==> src/rtl/uart_pkg.sv <==
// Shared UART receiver types and default frame parameters.
// No logic here; the FSM encoding lives in state_t.
package uart_pkg;

    localparam int CLKS_PER_BIT_DEF = 16;
    localparam int DATA_BITS_DEF    = 8;

    typedef enum logic [2:0] {
        ST_IDLE,
        ST_START,
        ST_DATA,
        ST_STOP,
        ST_WAIT_IDLE
    } state_t;

endpackage

==> src/rtl/uart_sync2.sv <==
// Two-flop synchronizer for the asynchronous serial line, resets to the idle level (1).
// Latency 2 cycles; no backpressure.
module uart_sync2 (
    input  logic clk_sis,
    input  logic rst,
    input  logic d_i,
    output logic q_o
);

    logic [1:0] ff_q;

    always_ff @(posedge clk_sis or posedge rst) begin
        if (rst) begin
            ff_q <= 2'b11;
        end else begin
            ff_q <= {ff_q[0], d_i};
        end
    end

    assign q_o = ff_q[1];

endmodule

==> src/rtl/uart_rx.sv <==
// UART receiver: 1 start, DATA_BITS data (LSB first), 1 stop, no parity; pulses data_valid or framing_err.
// Latency (DATA_BITS+1.5)*CLKS_PER_BIT+3 cycles from the start edge; no backpressure, outputs are pulses.
module uart_rx
    import uart_pkg::*;
#(
    parameter int CLKS_PER_BIT = CLKS_PER_BIT_DEF,
    parameter int DATA_BITS    = DATA_BITS_DEF
) (
    input  logic                 clk_sis,
    input  logic                 rst,
    input  logic                 rx,
    output logic [DATA_BITS-1:0] data_out,
    output logic                 data_valid,
    output logic                 framing_err,
    output logic                 busy
);

    localparam int TW = $clog2(CLKS_PER_BIT);
    localparam int IW = $clog2(DATA_BITS + 1);
    localparam logic [TW-1:0] T_HALF = TW'(CLKS_PER_BIT / 2 - 1);
    localparam logic [TW-1:0] T_LAST = TW'(CLKS_PER_BIT - 1);
    localparam logic [IW-1:0] I_LAST = IW'(DATA_BITS - 1);

    logic                 rx_s;
    logic                 rx_prev_q;
    state_t               state_q, state_d;
    logic [TW-1:0]        timer_q, timer_d;
    logic [IW-1:0]        idx_q, idx_d;
    logic [DATA_BITS-1:0] shift_q, shift_d;
    logic [DATA_BITS-1:0] dout_q, dout_d;
    logic                 valid_q, valid_d;
    logic                 ferr_q, ferr_d;

    uart_sync2 u_sync (
        .clk_sis (clk_sis),
        .rst     (rst),
        .d_i     (rx),
        .q_o     (rx_s)
    );

    always_ff @(posedge clk_sis or posedge rst) begin
        if (rst) begin
            rx_prev_q <= 1'b1;
            state_q   <= ST_IDLE;
            timer_q   <= '0;
            idx_q     <= '0;
            shift_q   <= '0;
            dout_q    <= '0;
            valid_q   <= 1'b0;
            ferr_q    <= 1'b0;
        end else begin
            rx_prev_q <= rx_s;
            state_q   <= state_d;
            timer_q   <= timer_d;
            idx_q     <= idx_d;
            shift_q   <= shift_d;
            dout_q    <= dout_d;
            valid_q   <= valid_d;
            ferr_q    <= ferr_d;
        end
    end

    always_comb begin
        state_d = state_q;
        timer_d = timer_q;
        idx_d   = idx_q;
        shift_d = shift_q;
        dout_d  = dout_q;
        valid_d = 1'b0;
        ferr_d  = 1'b0;
        case (state_q)
            ST_IDLE: begin
                timer_d = '0;
                if (rx_prev_q && !rx_s) state_d = ST_START;
            end
            ST_START: begin
                // Mid-bit recheck rejects glitches shorter than half a bit.
                if (timer_q == T_HALF) begin
                    timer_d = '0;
                    idx_d   = '0;
                    state_d = rx_s ? ST_IDLE : ST_DATA;
                end else begin
                    timer_d = timer_q + TW'(1);
                end
            end
            ST_DATA: begin
                if (timer_q == T_LAST) begin
                    timer_d = '0;
                    shift_d = {rx_s, shift_q[DATA_BITS-1:1]};
                    idx_d   = idx_q + IW'(1);
                    if (idx_q == I_LAST) state_d = ST_STOP;
                end else begin
                    timer_d = timer_q + TW'(1);
                end
            end
            ST_STOP: begin
                if (timer_q == T_LAST) begin
                    timer_d = '0;
                    if (rx_s) begin
                        dout_d  = shift_q;
                        valid_d = 1'b1;
                        state_d = ST_IDLE;
                    end else begin
                        ferr_d  = 1'b1;
                        state_d = ST_WAIT_IDLE;
                    end
                end else begin
                    timer_d = timer_q + TW'(1);
                end
            end
            ST_WAIT_IDLE: begin
                if (rx_s) state_d = ST_IDLE;
            end
            default: state_d = ST_IDLE;
        endcase
    end

    always_comb begin
        busy        = (state_q != ST_IDLE);
        data_out    = dout_q;
        data_valid  = valid_q;
        framing_err = ferr_q;
    end

endmodule

==> config.mk <==
export PLATFORM = sky130hd
export DESIGN_NAME = uart_rx
export DESIGN_NICKNAME = d
export VERILOG_FILES = /design/src/rtl/uart_pkg.sv /design/src/rtl/uart_sync2.sv /design/src/rtl/uart_rx.sv
export SDC_FILE = /design/constraint.sdc
export NUM_CORES = 1
export LEC_CHECK = 0
export ABC_AREA = 0
export ABC_CLOCK_PERIOD_IN_PS = 2430
export BUFFER_PORTS_ARGS = -buffer_cell sky130_fd_sc_hd__buf_2
export CAP_MARGIN = 20
export CORE_AREA = 10 10 84 79
export CTS_CLUSTER_DIAMETER = 80
export DETAILED_ROUTE_END_ITERATION = 6
export DIE_AREA = 0 0 94 89
export GPL_TIMING_DRIVEN = 1
export PLACE_DENSITY = 0.51
export SETUP_SLACK_MARGIN = 0.15
export SYNTH_ARGS = -nofsm -noshare
export SYNTH_HDL_FRONTEND = slang
export SYNTH_SLANG_ARGS = --single-unit
==> constraint.sdc <==
create_clock -name clk_sis -period 2.43 [get_ports clk_sis]
set_clock_uncertainty 0.05 [all_clocks]
set_input_delay 0.3645 -clock clk_sis [delete_from_list [all_inputs] [get_ports clk_sis]]
set_output_delay 0.3645 -clock clk_sis [all_outputs]
set_load 0.05 [all_outputs]
==> results_dict.tcl, run 1 <==
set metrics [dict create \
    finalPower_mw 1.41 \
    r2r-end "data_out[0]" \
    place_hpwl_mm 1.78 \
    cp-end-kind "register" \
    power_switching_share 0.311 \
    synth_async_sr_flop_share 1.00 \
    totalWireLength_mm 2.57 \
    seq_area_um2 805 \
    grt_pass1_wl_mm 4.60 \
    fmax_mhz 522 \
    area_growth_pct 17.6 \
    synth.distinct_cells 31 \
    io_buffers 13 \
    synth_warnings 0 \
    ant_nets 0 \
    multiInputGateArea_um2 552 \
    drt_iter0_drc 69 \
    cts_hold_buffers 0 \
    drive_above_1_share 0.364 \
    switchingPower_uw 437 \
    place_inst 188 \
    io_pins 14 \
    initial_core_util 0.275 \
    outcome "completed" \
    clk-insertion-delay-late_ns 0.28 \
    drv_cap 0 \
    synth_area_leaders "dfrtp_1 (53%), mux2_2 (15%), dfstp_2 (5.7%), o21ai_0 (3.3%), nand2_1 (2.5%)" \
    die-area_um2 8370 \
    cts_buffers 5 \
    syn_avg_cell_area_um2 12.5 \
    fillCellCount 519 \
    clkSinkCount 32 \
    cts_tree "yes" \
    startpoint "timer_q[0]" \
    grt_remaining_overflow 0 \
    hold_viol 0 \
    grt_pass1_vias 926 \
    hold_path.class "in -> async" \
    antenna_found_initial 0 \
    p_leak_nw 0.804 \
    cts_setup_buffers 0 \
    tightest_slew_ns 0.583 \
    grtUsageMet1 0.0798 \
    cp_data_arrival_time_ns 2.03 \
    finalMaxSlewViolations 0 \
    hold_ws_ns 0.0820 \
    synth_edf_count 0 \
    synth_nets 115 \
    slew_headroom 0.611 \
    seqPwrFrac 0.482 \
    stdcell_count 196 \
    num_rows 25 \
    placed_area_um2 1520 \
    criticalPathCategory "reg -> reg" \
    internal_power_uw 971 \
    die_h_um 89 \
    grt_max_degree 19 \
    avgRoutedWirePerCell_um 13.1 \
    r2r_start "timer_q[0]" \
    cts.path.max_buffers 2 \
    yosysSeqAreaShare 0.584 \
    synth.most_common_cell "dfrtp_1" \
    synth_top_area_cell "dfrtp_1" \
    path_cells "ha_1 > nor2b_1 > and3_1 > nand4_2 > mux2_2" \
    fin_tns_setup_ns 0 \
    crit_slowest_cell "dfrtp_1" \
    busiest_layer "met2" \
    num_antenna_cells 0 \
    worst-path-stages 5 \
    vdd_ir_drop_max_mv 0.398 \
    required_ns 2.54 \
    die_x_um 94 \
    grt_setup_unrepaired "false" \
    crit_end "data_out[0]" \
    final.period_utilization 0.789 \
    viasPerCell 4.56 \
    track_usage 0.0690 \
    synth-seq-cells 32 \
    design.core.area_um2 5000 \
    crit_path_start_kind "register" \
    setup_violations 0 \
    postCtsResizedCells 0 \
    critical_path.top_delay_family "simple AND/OR/NAND/NOR gates" \
    path_clk_slew_ns 0.07 \
    slowest_delay_ns 0.39 \
    p_clk_frac 0.318 \
    syn-cell-area_um2 1380 \
    fin_area_um2 1620 \
    p_per_area_nw_per_um2 869 \
    met3_usage 0.0319 \
    rrSetupSlack_ns 0.51 \
    synthTopCellsByCount "dfrtp_1 (29), mux2_2 (18), nand2_1 (9), o21ai_0 (9), nor2_1 (7)" \
    htreeDepth 2 \
    r2r_cells 5 \
    grtUsageMet2 0.108 \
    ys.flop_type "dfrtp_1" \
    yosysTopAreaCellShare 0.527 \
    vias 893 \
    place.gp.congestion 0.752 \
    path_buf_inv 0 \
    path_max_fanout 9 \
    finalNetCount 133 \
    first_pass_iters 4 \
    route.detailed.drc 0 \
    p_comb_frac 0.199 \
    min_period_ns 1.92 \
    synth_cells 110 \
    root_buffer "clkbuf_8" \
]
cell families after synthesis:
group | count (synthesis) | share of synthesized area
flip-flops | 32 | 0.584
XOR/XNOR | 1 | 0.00636
AND/OR/NAND/NOR | 35 | 0.145
buffers and inverters | 5 | 0.0154
multiplexers | 20 | 0.163
adder cells (fa/ha/maj) | 2 | 0.0182
AO/OA/AOI/OAI | 15 | 0.0681
flip-flops by register name, summed over array words and instances, names as in the netlist:
signal       flops
data_valid       1
data_out         8
state_q          3
framing_err      1
u_sync.ff_q      2
timer_q          4
rx_prev_q        1
shift_q          8
idx_q            4
through the flow:
stage               setup WS [ns]  utilization
floorplan                   0.777            -
global placement            0.535        0.304
detailed placement          0.490        0.304
CTS                         0.464        0.324
global route                0.332        0.324
finish                      0.513        0.324
area by class of cell:
| type | count | share of cell area |
|---|---|---|
| flip-flops and latches | 32 | 0.497 |
| multi-input cells | 73 | 0.341 |
| clock buffers | 8 | 0.0618 |
| well taps | 67 | 0.0517 |
| repair buffers | 14 | 0.0448 |
| inverters | 2 | 0.00463 |
worst min-delay path by stage:
stage / to / start / slack, ns / cells past startpoint
after global placement: u_sync.ff_q[1] / u_sync.ff_q[0] / 0.30 / 0
final: idx_q[0] / rst / 0.08 / 2
after CTS: idx_q[0] / rst / 0.11 / 2
after floorplan: u_sync.ff_q[1] / u_sync.ff_q[0] / 0.30 / 0
after detailed placement: u_sync.ff_q[1] / u_sync.ff_q[0] / 0.30 / 0
after global routing: u_sync.ff_q[0] / rx / 0.12 / 1
power groups by stage:
stage / Clock (mW) / Combinational (mW) / Sequential [mW]
floorplan: 0 / 0.275 / 0.632
global placement: 0 / 0.281 / 0.682
detailed placement: 0 / 0.282 / 0.684
CTS: 0.463 / 0.283 / 0.674
global route: 0.490 / 0.318 / 0.691
finish: 0.448 / 0.280 / 0.679
cells in the final DEF (no fill, tap or decap):
cell	count
a21o_1	1
a21oi_1	2
a311o_1	1
a32oi_1	1
and3_1	1
and3b_1	1
buf_2	13
buf_4	1
clkbuf_1	1
clkbuf_8	7
dfrtp_1	29
dfstp_2	3
ha_1	2
inv_1	2
mux2_1	1
mux2_2	18
mux2i_1	1
nand2_1	9
nand3_1	5
nand3b_1	2
nand4_2	1
nor2_1	7
nor2_4	1
nor2b_1	1
nor3b_1	2
o211ai_2	1
o21ai_0	9
or2_2	1
or3_1	1
or3b_1	1
or3b_4	1
or4_1	1
xnor2_1	1
per-layer routing:
metal / routed length, um / vias up
met5: 0 / -
met4: 42 / 0
met3: 117 / 6
met2: 1210 / 12
met1: 1190 / 449
li1: - / 426
(Power assumes the default switching activity.)
==> run 2: changes to the inputs <==
ABC_CLOCK_PERIOD_IN_PS = 1800   (was 2430)
clock period = 1.8 ns   (was 2.43 ns; I/O delays follow)
==> results_dict.tcl, run 2 (synthesis results as in run 1) <==
set metrics [dict create \
    cts_buffers 5 \
    r2r_cells 4 \
    root_buffer "clkbuf_8" \
    cts_tree "yes" \
    fin_area_um2 1890 \
    cp-end-kind "register" \
    internal_power_mw 1.54 \
    num_rows 25 \
    stdcell_count 217 \
    die-area_um2 8370 \
    post-place-ws_ns -0.00267 \
    r2r-end "state_q[1]" \
    crit_path_start_kind "register" \
    htreeDepth 2 \
    clk-insertion-delay-late_ns 0.28 \
    io_buffers 13 \
    place_inst 197 \
    placed_area_um2 1600 \
    startpoint "rx_prev_q" \
    fmax_mhz 602 \
    place.gp.congestion 0.824 \
    vdd_ir_drop_max_mv 0.622 \
    outcome "completed" \
    final.period_utilization 0.923 \
    fin_ws_ns 0.139 \
    die_x_um 94 \
    area_growth_pct 37.4 \
    p_clk_frac 0.268 \
    seqPwrFrac 0.394 \
    rrSetupSlack_ns 0.14 \
    fin_tns_setup_ns 0 \
    hold_path.class "in -> async" \
    switchingPower_uw 714 \
    vias 981 \
    viasPerCell 4.52 \
    slowest_delay_ns 0.51 \
    critical_path.top_delay_family "flip-flops" \
    clkSinkCount 32 \
    layout_common_cells "dfrtp_1 (26), buf_4 (19), mux2_2 (12), buf_2 (12), o21ai_0 (9)" \
    crit_slowest_cell "dfstp_2" \
    r2r_start "rx_prev_q" \
    p_per_area_nw_per_um2 1190 \
    place_hpwl_mm 1.80 \
    drv_cap 0 \
    antenna_found_initial 0 \
    drt_iter0_drc 56 \
    p_comb_frac 0.338 \
    grt_setup_unrepaired "true" \
    path_clk_slew_ns 0.07 \
    slew_headroom 0.725 \
    grt_pass1_wl_mm 5.28 \
    design.core.area_um2 5000 \
    final_common_cell "dfrtp_1" \
    fillCellCount 504 \
    cts.path.max_buffers 2 \
    track_usage 0.0793 \
    path_buf_inv 0 \
    criticalPathCategory "reg -> reg" \
    path_max_fanout 2 \
    path_cells "or3b_4 > a32oi_2 > nand2_2 > mux2_4" \
    num_antenna_cells 0 \
    ant_nets 0 \
    min_period_ns 1.66 \
    route.detailed.drc 0 \
    drive_above_1_share 0.553 \
    required_ns 1.91 \
    hold_viol 0 \
    finalNetCount 154 \
    p_leak_nw 0.921 \
    tightest_slew_ns 0.412 \
    first_pass_iters 4 \
    die_h_um 89 \
    avgRoutedWirePerCell_um 14.3 \
    io_pins 14 \
    grt_pass1_vias 1026 \
    cp_data_arrival_time_ns 1.78 \
    grt_max_degree 33 \
    finalMaxSlewViolations 0 \
    worst-path-stages 4 \
    setup_violations 0 \
    grt_remaining_overflow 0 \
    initial_core_util 0.275 \
    totalWireLength_mm 3.10 \
    power_switching_share 0.317 \
]
run 2: metal layers:
metal  global-route usage  part of all wire  vias up
met5                    0                 0        -
met4               0.0331             0.016        0
met3               0.0202             0.032        6
met2                0.125              0.47       19
met1                0.101              0.48      485
li1                     -                 -      471
run 2: worst max path at each step:
| stage | slack [ns] | end |
|---|---|---|
| after floorplan | 0.16 | shift_q[0] |
| after global placement | 0.02 | shift_q[5] |
| after detailed placement | -0.003 | data_out[1] |
| after CTS | 0.15 | state_q[1] |
| after global routing | 0.10 | state_q[1] |
| final | 0.14 | state_q[1] |
run 2: power by group through the flow:
stage / combinational [mW] / sequential (mW) / clock, mW
finish: 0.761 / 0.887 / 0.605
global route: 0.824 / 0.897 / 0.658
CTS: 0.693 / 0.882 / 0.625
detailed placement: 0.515 / 0.892 / 0
global placement: 0.519 / 0.887 / 0
floorplan: 0.379 / 0.854 / 0
run 2: tightest hold or removal path: cells and delay by family:
| kind | cells | cell delay, ns |
|---|---|---|
| buf+inv | 3 | 0.48 |
run 2: area by class of cell:
cell class,instances,area [um2],share of cell area
flip-flops and latches,32,808,0.427
multi-input cells,75,668,0.353
repair buffers,33,225,0.119
clock buffers,8,100,0.0529
well taps,67,83.8,0.0443
inverters,2,7.51,0.00397
run 2: what timing repair did:
action,4_1_cts,5_1_grt
setup endpoints to repair,20,17
resized for setup,16,12
hold buffers,0,0
pin swaps,6,7
gates cloned,2,0
buffers inserted,8,2
endpoints found under the hold margin,0,0
run 2: metrics by stage:
| stage | utilization | power (mW) | hold slack [ns] |
|---|---|---|---|
| CTS | 0.366 | 2.20 | 0.0181 |
| floorplan | - | 1.23 | 0.224 |
| detailed placement | 0.319 | 1.41 | 0.301 |
| finish | 0.378 | 2.25 | 0.00691 |
| global route | 0.378 | 2.38 | 0.0306 |
| global placement | 0.319 | 1.41 | 0.299 |
